===== src/rtl/mem_arb_pkg.sv =====
// Shared definitions for the memory port arbiter: FSM state encoding, requester IDs
// and default port widths.
package mem_arb_pkg;

    localparam int unsigned ADDR_W_DEF = 5;
    localparam int unsigned DATA_W_DEF = 16;

    typedef enum logic [1:0] {
        IDLE   = 2'b00,
        ACCESS = 2'b01,
        DONE   = 2'b10
    } arb_state_e;

    typedef enum logic [1:0] {
        SRC_F = 2'd0,
        SRC_D = 2'd1,
        SRC_X = 2'd2
    } arb_src_e;

    // One-hot winner vector (bit index == source ID) to encoded source ID.
    function automatic arb_src_e onehot_to_src(input logic [2:0] oh);
        if (oh[SRC_X]) begin
            return SRC_X;
        end else if (oh[SRC_D]) begin
            return SRC_D;
        end
        return SRC_F;
    endfunction

endpackage


===== src/rtl/mem_arb_prio.sv =====
// Combinational winner select: D > F > X, with X forced to win once it has starved.
module mem_arb_prio
    import mem_arb_pkg::*;
(
    input  logic       f_req_i,
    input  logic       d_req_i,
    input  logic       x_req_i,
    input  logic       starve_i,
    output logic [2:0] win_o
);

    always_comb begin
        win_o = '0;
        if (x_req_i && starve_i) begin
            win_o[SRC_X] = 1'b1;
        end else if (d_req_i) begin
            win_o[SRC_D] = 1'b1;
        end else if (f_req_i) begin
            win_o[SRC_F] = 1'b1;
        end else if (x_req_i) begin
            win_o[SRC_X] = 1'b1;
        end
    end

endmodule


===== src/rtl/mem_port_arbiter.sv =====
// Shares one memory port between fetch (F), data (D) and debug (X) requesters.
// Define MEM_ADDR_CHECK_EN to reject accesses to the reserved top word in IDLE.
module mem_port_arbiter
    import mem_arb_pkg::*;
#(
    parameter int unsigned ADDR_W     = ADDR_W_DEF,
    parameter int unsigned DATA_W     = DATA_W_DEF,
    parameter int unsigned STARVE_LIM = 4,
    parameter int unsigned TIMEOUT    = 15
) (
    input  logic              clock,
    input  logic              reset_n,
    input  logic              f_req,
    input  logic [ADDR_W-1:0] f_addr,
    input  logic              d_req,
    input  logic              d_we,
    input  logic [ADDR_W-1:0] d_addr,
    input  logic [DATA_W-1:0] d_wdata,
    input  logic              x_req,
    input  logic              x_we,
    input  logic [ADDR_W-1:0] x_addr,
    input  logic [DATA_W-1:0] x_wdata,
    output logic              f_gnt,
    output logic              d_gnt,
    output logic              x_gnt,
    output logic              rvalid,
    output logic [1:0]        rsrc,
    output logic [DATA_W-1:0] rdata,
    output logic              err,
    output logic              mem_en,
    output logic              mem_we,
    output logic [ADDR_W-1:0] mem_addr,
    output logic [DATA_W-1:0] mem_wdata,
    input  logic [DATA_W-1:0] mem_rdata,
    input  logic              mem_ready
);

    localparam int unsigned TMR_W = $clog2(TIMEOUT + 1);
    localparam int unsigned CNT_W = $clog2(STARVE_LIM + 1);

    arb_state_e        state_q, state_d;
    arb_src_e          owner_q, owner_d;
    logic              mem_en_q, mem_en_d;
    logic              mem_we_q, mem_we_d;
    logic [ADDR_W-1:0] mem_addr_q, mem_addr_d;
    logic [DATA_W-1:0] mem_wdata_q, mem_wdata_d;
    logic [TMR_W-1:0]  timer_q, timer_d;
    logic [CNT_W-1:0]  starve_q, starve_d;
    logic [DATA_W-1:0] rbuf_q, rbuf_d;
    logic              rd_pend_q, rd_pend_d;
    logic [2:0]        gnt_q, gnt_d;
    logic              rvalid_q, rvalid_d;
    logic              err_q, err_d;
    logic [1:0]        rsrc_q, rsrc_d;
    logic [DATA_W-1:0] rdata_q, rdata_d;

    logic              starve;
    logic [2:0]        win;
    arb_src_e          win_src;
    logic              sel_we;
    logic [ADDR_W-1:0] sel_addr;
    logic [DATA_W-1:0] sel_wdata;
    logic              bad_addr;

    assign starve = (starve_q == CNT_W'(STARVE_LIM));

    mem_arb_prio u_prio (
        .f_req_i  (f_req),
        .d_req_i  (d_req),
        .x_req_i  (x_req),
        .starve_i (starve),
        .win_o    (win)
    );

    assign win_src = onehot_to_src(win);

    // Fetch is read-only, so its write data is never driven onto the port.
    always_comb begin
        sel_we    = 1'b0;
        sel_addr  = f_addr;
        sel_wdata = '0;
        if (win[SRC_X]) begin
            sel_we    = x_we;
            sel_addr  = x_addr;
            sel_wdata = x_wdata;
        end else if (win[SRC_D]) begin
            sel_we    = d_we;
            sel_addr  = d_addr;
            sel_wdata = d_wdata;
        end
    end

`ifdef MEM_ADDR_CHECK_EN
    // Top word is the halt vector and may not be accessed through the port.
    assign bad_addr = (sel_addr == {ADDR_W{1'b1}});
`else
    assign bad_addr = 1'b0;
`endif

    always_comb begin
        state_d     = state_q;
        owner_d     = owner_q;
        mem_en_d    = mem_en_q;
        mem_we_d    = mem_we_q;
        mem_addr_d  = mem_addr_q;
        mem_wdata_d = mem_wdata_q;
        timer_d     = timer_q;
        starve_d    = starve_q;
        rbuf_d      = rbuf_q;
        rd_pend_d   = rd_pend_q;
        gnt_d       = '0;
        rvalid_d    = 1'b0;
        err_d       = 1'b0;
        rsrc_d      = rsrc_q;
        rdata_d     = rdata_q;

        unique case (state_q)
            IDLE: begin
                if (!x_req) begin
                    starve_d = '0;
                end
                if (|win) begin
                    gnt_d   = win;
                    owner_d = win_src;
                    if (win[SRC_X]) begin
                        starve_d = '0;
                    end else if (x_req && !starve) begin
                        starve_d = starve_q + CNT_W'(1);
                    end
                    if (bad_addr) begin
                        err_d  = 1'b1;
                        rsrc_d = win_src;
                    end else begin
                        mem_en_d    = 1'b1;
                        mem_we_d    = sel_we;
                        mem_addr_d  = sel_addr;
                        mem_wdata_d = sel_wdata;
                        timer_d     = '0;
                        state_d     = ACCESS;
                    end
                end
            end
            ACCESS: begin
                // A ready on the final timer cycle still completes the access.
                if (mem_ready) begin
                    mem_en_d  = 1'b0;
                    mem_we_d  = 1'b0;
                    rd_pend_d = !mem_we_q;
                    if (!mem_we_q) begin
                        rbuf_d = mem_rdata;
                    end
                    state_d = DONE;
                end else if (timer_q == TMR_W'(TIMEOUT)) begin
                    err_d    = 1'b1;
                    rsrc_d   = owner_q;
                    mem_en_d = 1'b0;
                    mem_we_d = 1'b0;
                    state_d  = IDLE;
                end else begin
                    timer_d = timer_q + TMR_W'(1);
                end
            end
            DONE: begin
                state_d = IDLE;
                if (rd_pend_q) begin
                    rvalid_d  = 1'b1;
                    rsrc_d    = owner_q;
                    rdata_d   = rbuf_q;
                    rd_pend_d = 1'b0;
                end
            end
            default: begin
                state_d = IDLE;
            end
        endcase
    end

    always_ff @(posedge clock or negedge reset_n) begin
        if (!reset_n) begin
            state_q     <= IDLE;
            owner_q     <= SRC_F;
            mem_en_q    <= 1'b0;
            mem_we_q    <= 1'b0;
            mem_addr_q  <= '0;
            mem_wdata_q <= '0;
            timer_q     <= '0;
            starve_q    <= '0;
            rbuf_q      <= '0;
            rd_pend_q   <= 1'b0;
            gnt_q       <= '0;
            rvalid_q    <= 1'b0;
            err_q       <= 1'b0;
            rsrc_q      <= '0;
            rdata_q     <= '0;
        end else begin
            state_q     <= state_d;
            owner_q     <= owner_d;
            mem_en_q    <= mem_en_d;
            mem_we_q    <= mem_we_d;
            mem_addr_q  <= mem_addr_d;
            mem_wdata_q <= mem_wdata_d;
            timer_q     <= timer_d;
            starve_q    <= starve_d;
            rbuf_q      <= rbuf_d;
            rd_pend_q   <= rd_pend_d;
            gnt_q       <= gnt_d;
            rvalid_q    <= rvalid_d;
            err_q       <= err_d;
            rsrc_q      <= rsrc_d;
            rdata_q     <= rdata_d;
        end
    end

    assign f_gnt     = gnt_q[SRC_F];
    assign d_gnt     = gnt_q[SRC_D];
    assign x_gnt     = gnt_q[SRC_X];
    assign rvalid    = rvalid_q;
    assign rsrc      = rsrc_q;
    assign rdata     = rdata_q;
    assign err       = err_q;
    assign mem_en    = mem_en_q;
    assign mem_we    = mem_we_q;
    assign mem_addr  = mem_addr_q;
    assign mem_wdata = mem_wdata_q;

endmodule


===== config.mk =====
export PLATFORM = sky130hd
export DESIGN_NAME = mem_port_arbiter
export DESIGN_NICKNAME = d
export VERILOG_FILES = /design/src/rtl/mem_arb_pkg.sv /design/src/rtl/mem_arb_prio.sv /design/src/rtl/mem_port_arbiter.sv
export SDC_FILE = /design/constraint.sdc
export NUM_CORES = 1
export LEC_CHECK = 0
export CORE_ASPECT_RATIO = 1.1
export CORE_UTILIZATION = 51
export CTS_BUF_LIST = sky130_fd_sc_hd__clkbuf_8
export CTS_CLUSTER_SIZE = 14
export DETAILED_ROUTE_END_ITERATION = 16
export PLACE_DENSITY = 0.86
export SLEW_MARGIN = 5
export SYNTH_ARGS = -nofsm -noshare
export SYNTH_HDL_FRONTEND = slang
export SYNTH_SLANG_ARGS = --single-unit

===== constraint.sdc =====
create_clock -name clock -period 3.4 [get_ports clock]
set_clock_uncertainty 0.1 [all_clocks]
set_input_delay 0.34 -clock clock [delete_from_list [all_inputs] [get_ports clock]]
set_output_delay 0.34 -clock clock [all_outputs]
set_load 0.02 [all_outputs]

=== Yosys cells after proc, flatten, opt, wreduce, memory -nomap -nowiden ===
Index checks and enable logic that the tools add are counted.

* Flip-flop bits (word level): 74
* Logic and storage cells: 95

* Add/subtract/negate cells: 2
* Equal/unequal tests: 11
* Muxes and demuxes: 50
* Bitwise gates (word level): 1
* Reductions and logical operators: 16

{| class="wikitable"
|+ Operators by type and width
! kind !! count
|-
| two-way mux 16 bit || 2
|-
| two-way mux 1 bit || 21
|-
| two-way mux 2 bit || 10
|-
| two-way mux 3 bit || 6
|-
| two-way mux 4 bit || 3
|-
| inequality test 2 bit (second input constant) || 6
|-
| two-way mux 5 bit || 2
|-
| one-hot mux 2 bit (2 select lines) || 2
|-
| one-hot mux 4 bit (2 select lines) || 1
|-
| AND reduction 2 bit || 4
|-
| AND reduction 4 bit || 2
|-
| one-hot mux 1 bit (2 select lines) || 3
|-
| AND reduction 3 bit || 2
|-
| adder 4 x 1 -> 4 bit (second input constant) || 1
|-
| == test 4 bit (second input constant) || 1
|-
| nonzero test 2 bit || 2
|-
| adder 3 x 1 -> 3 bit (second input constant) || 1
|-
| == test 3 bit (second input constant) || 1
|-
| inequality test 3 bit (second input constant) || 1
|-
| OR reduction 3 bit || 1
|-
| == test 2 x 1 -> 1 bit (second input constant) || 1
|-
| == test 2 bit (second input constant) || 1
|-
| logical AND 1 bit || 2
|-
| zero test 1 bit || 2
|-
| other kinds (2) || 2
|}

=== Depth between registers and ports, before layout ===
* Depth after elaboration: 7
* Gate-level depth with buffers: 7
* Depth with buffers taken out: 5

=== Modules after synthesis ===
From an unflattened synthesis, not the netlist that was laid out.

* Cells, all modules: 245
* Area total of the unflattened synthesis: 3,265.6 µm²

{| class="wikitable"
|+ By module, submodules not included
! module !! times used !! cells an instance !! area an instance (µm²) !! sequential area each (µm²)
|-
| mem_port_arbiter || 1 || 240 || 3,226.8 || 1,851.8
|-
| mem_arb_prio || 1 || 5 || 38.8 || 0.0
|}

=== Worst setup path before layout ===
OpenSTA, ideal clock, no wires.

* Kind: reg2reg
* Start: register starve_q[0]
* End: register mem_wdata_q[14], in the netlist mem_wdata[14]
* Library setup time: 0.125 ns
* Arrival time: 1.465 ns
* Data required time: 3.175 ns
* Setup slack: 1.709 ns
* Cell stages (with the launch flop): 8
* Path buffers: 2
* Clock period less this slack: 1.691 ns
* Cell sequence: dfrtp_1 -> inv_1 -> ha_1 -> and3_1 -> buf_2 -> buf_2 -> o22ai_1 -> mux2_4

* Cells in the longest elaborated chain, start to end: 5
* Elaborated cells on any way between the ends: 8
* Those cells by class: 1 x eq/ne; 4 x mux; 3 x reduce/logical

{| class="wikitable"
|+ Ends and longest elaborated chain
! what !! line !! text
|-
| start, declared || mem_port_arbiter.sv:48 || <nowiki>logic [CNT_W-1:0] starve_q, starve_d;</nowiki>
|-
| start signal, assigned || mem_port_arbiter.sv:203 || <nowiki>starve_q <= starve_d;</nowiki>
|-
| == test 3 bit (*) || mem_port_arbiter.sv:65 || <nowiki>assign starve = (starve_q == CNT_W'(STARVE_LIM));</nowiki>
|-
| logical AND 1 bit (*) || mem_arb_prio.sv:14 || <nowiki>if (x_req_i && starve_i) begin</nowiki>
|-
| two-way mux 2 bit or two-way mux 1 bit (tied branches) || mem_arb_prio.sv:14 ||
|-
| OR reduction 3 bit or two-way mux 16 bit (tied branches) || mem_port_arbiter.sv:122, mem_port_arbiter.sv:86 ||
|-
| AND reduction 2 bit (no line) or two-way mux 16 bit (tied branches) || - ||
|-
| end signal, assigned || mem_port_arbiter.sv:201 || <nowiki>mem_wdata_q <= mem_wdata_d;</nowiki>
|-
| end, declared || mem_port_arbiter.sv:46 || <nowiki>logic [DATA_W-1:0] mem_wdata_q, mem_wdata_d;</nowiki>
|}

Mark *: on every way between the ends. The rest lies on a longest branch, timed or not.
A chain may end at the register's enable or synchronous reset.

=== Worst setup path after layout ===
* Start: register state_q[1]
* End: register mem_wdata_q[4], in the netlist mem_wdata[4]

* Cells in the longest elaborated chain, start to end: 2

{| class="wikitable"
|+ Ends and longest elaborated chain
! what !! line !! text
|-
| start, declared || mem_port_arbiter.sv:41 || <nowiki>arb_state_e state_q, state_d;</nowiki>
|-
| start signal, assigned || mem_port_arbiter.sv:196 || <nowiki>state_q <= state_d;</nowiki>
|-
| zero test 2 bit || mem_port_arbiter.sv:117 || <nowiki>unique case (state_q)</nowiki>
|-
| AND reduction 2 bit (no line) || - ||
|}

Every way passes these cells.

==> metrics.txt <==
crit start category=flop; Seq/Total Area, Yosys=53.5%; Logic pwr share=43.9%; area leader, netlist=dfrtp_1; most common cell in the netlist=dfrtp_1; Via density=5.53; post-synthesis cell count=284; top post-synthesis cells by area=dfrtp_1 53%, mux2_2 10%, mux2_4 7.8%; die area=around 7100 um2; setup repair bufs after CTS=0; Final Slew Violations=0; Max Cap Viol=0; H-tree Lvls=3; TritonCTS clock tree=built; PortBufs=116; RSZ-0062 raised after global routing=false; top cells by count, synth=74 x dfrtp_1, 40 x nand2_1, 32 x mux2_2; largest net degree at the start of global routing=75; Post-DRT Antenna Nets=0; CP max FO=18; post-DP HPWL=roughly 5300 um; FP Rows=31; worst skew pair latency=0.34 ns; Syn Nets=358; initial antenna violation count=0; clock-pin slew on the worst setup and hold paths=0.08 ns; vias in the first global route=2582; total track usage=23.2%; worst min path class=in2async; status=completed; synth unique cells=44; arrival time worst endpoint=around 2.3 ns; clock root cell=clkbuf_8; Clock Path Buffers=2; Critical Path RT=3.53 ns; clock period minus worst slack=2.17 ns; Clk network pwr share=between 10% and 20%; initial core utilization=between 50% and 60%; crit path launch=state_q[1]; clk sinks=74; Core Area=~6600 um2; WL/cell=15.9 um; Total Wirelength=7690 um; yosys warns=0; RePlAce Congestion=0.793; share of layout cells above drive strength 1=18.8%; Pwr per Cell Area=826 nW/um2; final-report setup violation count=0; Worst Tran Pin Value=0.984 ns; remaining global-route overflow=0; Pint=between 2 and 3 mW; worst vdd ir=0.432 mV; sequential share of power=37.6%; Tot Pwr=4.00 mW; Fillers=about 450; max_slew headroom=34.4%; CTS resizes=0; cell area after synthesis=3460 um2; worst setup margin=1.23 ns; Final nets=469; ys async rst share=100%; pre-CTS setup slack=1.05 ns; area grow syn2layout=39.9%; first-pass GRT wire length=~12000 um; vias=2664; setup tns final=0 ns; fin crit share=63.9%; die height=88.4 um; I/O pin count=117; Net Sw Frac=about 34%; worst r2r src=state_q[1]; top cell type's share of synthesized area=53.5%; P_leak=2.10 nW; FMAX=461 MHz; EDFF count, synth=0; Avg Cell Area, Syn=12.2 um2; DRT iter0 DRCs=124; die width=80.6 um; fin util=73.9%; CTS Buf Count=9; Antenna diodes=0; DRC violations left=0; kind of critical path=reg2reg; first drt pass iteration count=4; crit end category=flop; Hold Vio Cnt, Final=0; switching power=1.37 mW; Synth Flop Type=dfrtp_1; # hold bufs at CTS=0; post-synthesis register bit count=74
area by class of cell:
class | instances | area (um2) | area share, %
Clock buffer | 9 | 124 | 2.56
Clock inverter | 7 | 93.8 | 1.94
Inverter | 9 | 33.8 | 0.697
Multi-Input combinational cell | 182 | 1460 | 30.1
Sequential cell | 74 | 1850 | 38.2
Tap cell | 82 | 103 | 2.12
Timing Repair Buffer | 119 | 1180 | 24.4
critical path, stage by stage, from the launching register on:
cell,delay [ns]
dfrtp_1,0.49
or2_0,0.58
nor2_8,0.49
mux2_2,0.39
cells in the final DEF (no fill, tap or decap), types with 2 or more instances in the layout:
cell type	count
clkdlybuf4s50_1	115
nand3_1	6
o31ai_1	5
a221oi_1	5
mux2_2	32
nor3b_1	5
ha_1	3
nand2b_1	2
mux2i_1	2
dfrtp_1	74
buf_4	4
a211oi_1	2
nor2_1	4
clkbuf_8	9
a21oi_1	2
o2bb2ai_1	4
inv_1	10
mux2_4	18
o21ai_0	10
nor2b_1	5
nand2_1	40
bufinv_16	2
o22ai_1	18
per-stage QoR:
stage | hold WS (ns) | instances | cell area, um2
floorplan | -0.0556 | 284 | 3460
global placement | 0.371 | 466 | 4630
detailed placement | 0.378 | 466 | 4630
CTS | 0.0513 | 482 | 4840
global route | 0.109 | 482 | 4840
finish | 0.0234 | 482 | 4840
logic make-up after synthesis:
group	after synthesis	share of synthesized area [%]
flip-flops	74	53.5
AND/OR/NAND/NOR	73	11.4
AO/OA/AOI/OAI	54	10.8
multiplexers	52	18.8
buffers and inverters	28	4.45
adder cells (fa/ha/maj)	3	1.08
power groups by stage:
stage | Sequential [mW] | Clock, mW | Combinational [mW]
3_3_place_gp | 1.49 | 0 | 1.72
3_5_place_dp | 1.52 | 0 | 1.76
2_1_floorplan | 1.74 | 0 | 0.842
6_report | 1.50 | 0.741 | 1.76
4_1_cts | 1.51 | 0.753 | 1.77
5_1_grt | 1.56 | 0.794 | 1.88
per-layer routing:
metal  global-route usage (%)  share of wire, %
met1                     31.8                43
met2                     36.7                49
met3                     4.02               6.5
met4                     9.25               1.5
met5                        0                 0
flip-flops by register name (all words and copies together) (netlist names), 2 cells and up:
signal / flops
rsrc: 2
starve_q: 3
gnt_q: 3
mem_addr: 5
owner_q: 2
mem_wdata: 16
rdata: 16
rbuf_q: 16
timer_q: 4
state_q: 2
final timing paths:
| kind | endpoint | slack [ns] | cells after the start |
|---|---|---|---|
| min in group clock | owner_q[0] | 0.40 | 1 |
| worst max register to register | mem_wdata[4] | 1.23 | 3 |
| max in group asynchronous | rbuf_q[5] | 2.58 | 1 |
| worst min-delay path | rbuf_q[14] | 0.02 | 1 |
| worst min register to register | owner_q[0] | 0.40 | 1 |
| worst max-delay path | mem_wdata[4] | 1.23 | 3 |
(Power assumes the default switching activity.)
==> RTL change, RTL diff (config.mk and constraints unchanged) <==
Remove the register `err_q`: a continuous assignment takes its place, so the output `err` follows one clock earlier.
--- a/src/rtl/mem_port_arbiter.sv
+++ b/src/rtl/mem_port_arbiter.sv
@@ -191,3 +191,2 @@
             rvalid_q    <= 1'b0;
-            err_q       <= 1'b0;
             rsrc_q      <= '0;
@@ -207,3 +206,2 @@
             rvalid_q    <= rvalid_d;
-            err_q       <= err_d;
             rsrc_q      <= rsrc_d;
@@ -212,2 +210,4 @@
     end
+
+    assign err_q = err_d;
 
Formal check against the unedited RTL: same outputs for any inputs over 4 cycles, from zero or initial values and one cycle with reset_n low; that may be too few to reach the edited logic, so the function may still have changed.
==> RTL change against the unedited design <==
- sequential share of layout area about the same
- synthesized cell count shrank 0.35%
- critical path depth unchanged
- wire length fell by 2.7%
- via count decreased by 3.7%
- sequential cell count shrank 1
- critical path type is now register to output pin
- cell area decreased by 1.5%
- setup slack lost 300 ps
- area after synthesis is 0.72% lower
- total power fell by 4.4%
- largest cell class unchanged
==> RTL change: results (changes against the unedited design) <==
Placed design
  • DP Area: 4600 um^2 (-0.54%)
  • Placer congestion estimate: 0.746 (-5.9%)
  • Detailed placement HPWL: 5210 um (-2.4%)
  • Pre-CTS setup slack: 963 ps (-84.9 ps)

Worst setup path
  • CP Max Fanout: 10 (-8)
  • Top delay family on crit path: buffers and inverters
  • Critical path class: register to output pin
  • Crit path DAT: 2030 ps (-270 ps)
  • CP max stage cell: clkdlybuf4s50_1

Pwr
  • VDD IR max: 444 uV (+2.7%)
  • Sw frac: 0.353 (+0.0117)
  • LEAKAGE: 2.07 nW (-1.6%)
  • Clock Power: 0.594 mW (-20%)

Routing
  • Routed vias: 2566 (-3.7%)
  • M1 WL: 3200 um (-3.5%)
  • Met2 wire len: 3620 um (-3.7%)
  • DR iter-0 viols: 95 (-23%)
  • Post-Route WL: 7480 um (-2.7%)
  • Met3 WL: 575 um (+15%)

Synthesis
  • Ranking of synthesized cells by area: dfrtp_1 53%, mux2_2 10%, mux2_4 7.9%, nand2_1 4.4%, o22ai_1 3.3%
  • Synth top cells by count: 73 x dfrtp_1, 40 x nand2_1, 32 x mux2_2, 18 x mux2_4, 18 x o22ai_1
  • Syn nets: 357 (-0.28%)
  • Mean area per synthesized cell: 12.1 um^2 (-0.37%)
  • Synth Cell Area: 3440 um^2 (-0.72%)
  • Seq/Total Area, Yosys: 0.531 (-0.00339)

GRT
  • GRT Overall Usage: 0.224 (-0.00784)
  • Met3 Use GR: 0.0823 (+0.0421)

Finish
  • Seq_cells: 73 (-1.4%)
  • Register area: 1830 um^2 (-1.4%)
  • Buffer share of cell area: 0.248 (+0.00364)
  • Share of layout cells above drive strength 1: 0.188 (+0.000470)
  • Fin area: 4770 um^2 (-1.5%)
  • ClkCell Share: 0.0359 (-0.00903)
  • Fraction of area in multi-input gates: 0.305 (+0.00449)
  • Fillers: 484 (+6.6%)
  • Nets@finish: 468 (-0.21%)
  • Fin cells: 481 (-0.21%)

Outcome
  • Status: finished clean
## RTL change: changes by cell type in the layout (fill, tap and decap cells not counted)
cell,before,now
clkinv_4,1,2
bufinv_16,2,0
clkinv_2,1,2
dfrtp_1,74,73
## RTL change: final timing paths
| path | startpoint | endpoint | slack [ps] |
|---|---|---|---|
| setup / recovery | state_q[1] | err | 930 |
| hold / removal | reset_n | rdata[12] | 30 |
| setup reg to reg | state_q[1] | mem_wdata[1] | 1230 |
| hold reg to reg | owner_q[0] | owner_q[0] | 400 |
| max in group asynchronous | reset_n | mem_wdata[1] | 2610 |
| min in group clock | owner_q[0] | owner_q[0] | 400 |
## RTL change: cell families (layout without fill, tap and decap cells)
| group | Yosys count | after routing | synth area share |
|---|---|---|---|
| simple gates | 73 | 73 | 0.115 |
| buf+inv | 28 | 144 | 0.0448 |
| compound gates | 54 | 54 | 0.109 |
| flops | 73 | 73 | 0.531 |
| fa+ha+maj | 3 | 3 | 0.0109 |
| mux | 52 | 52 | 0.189 |
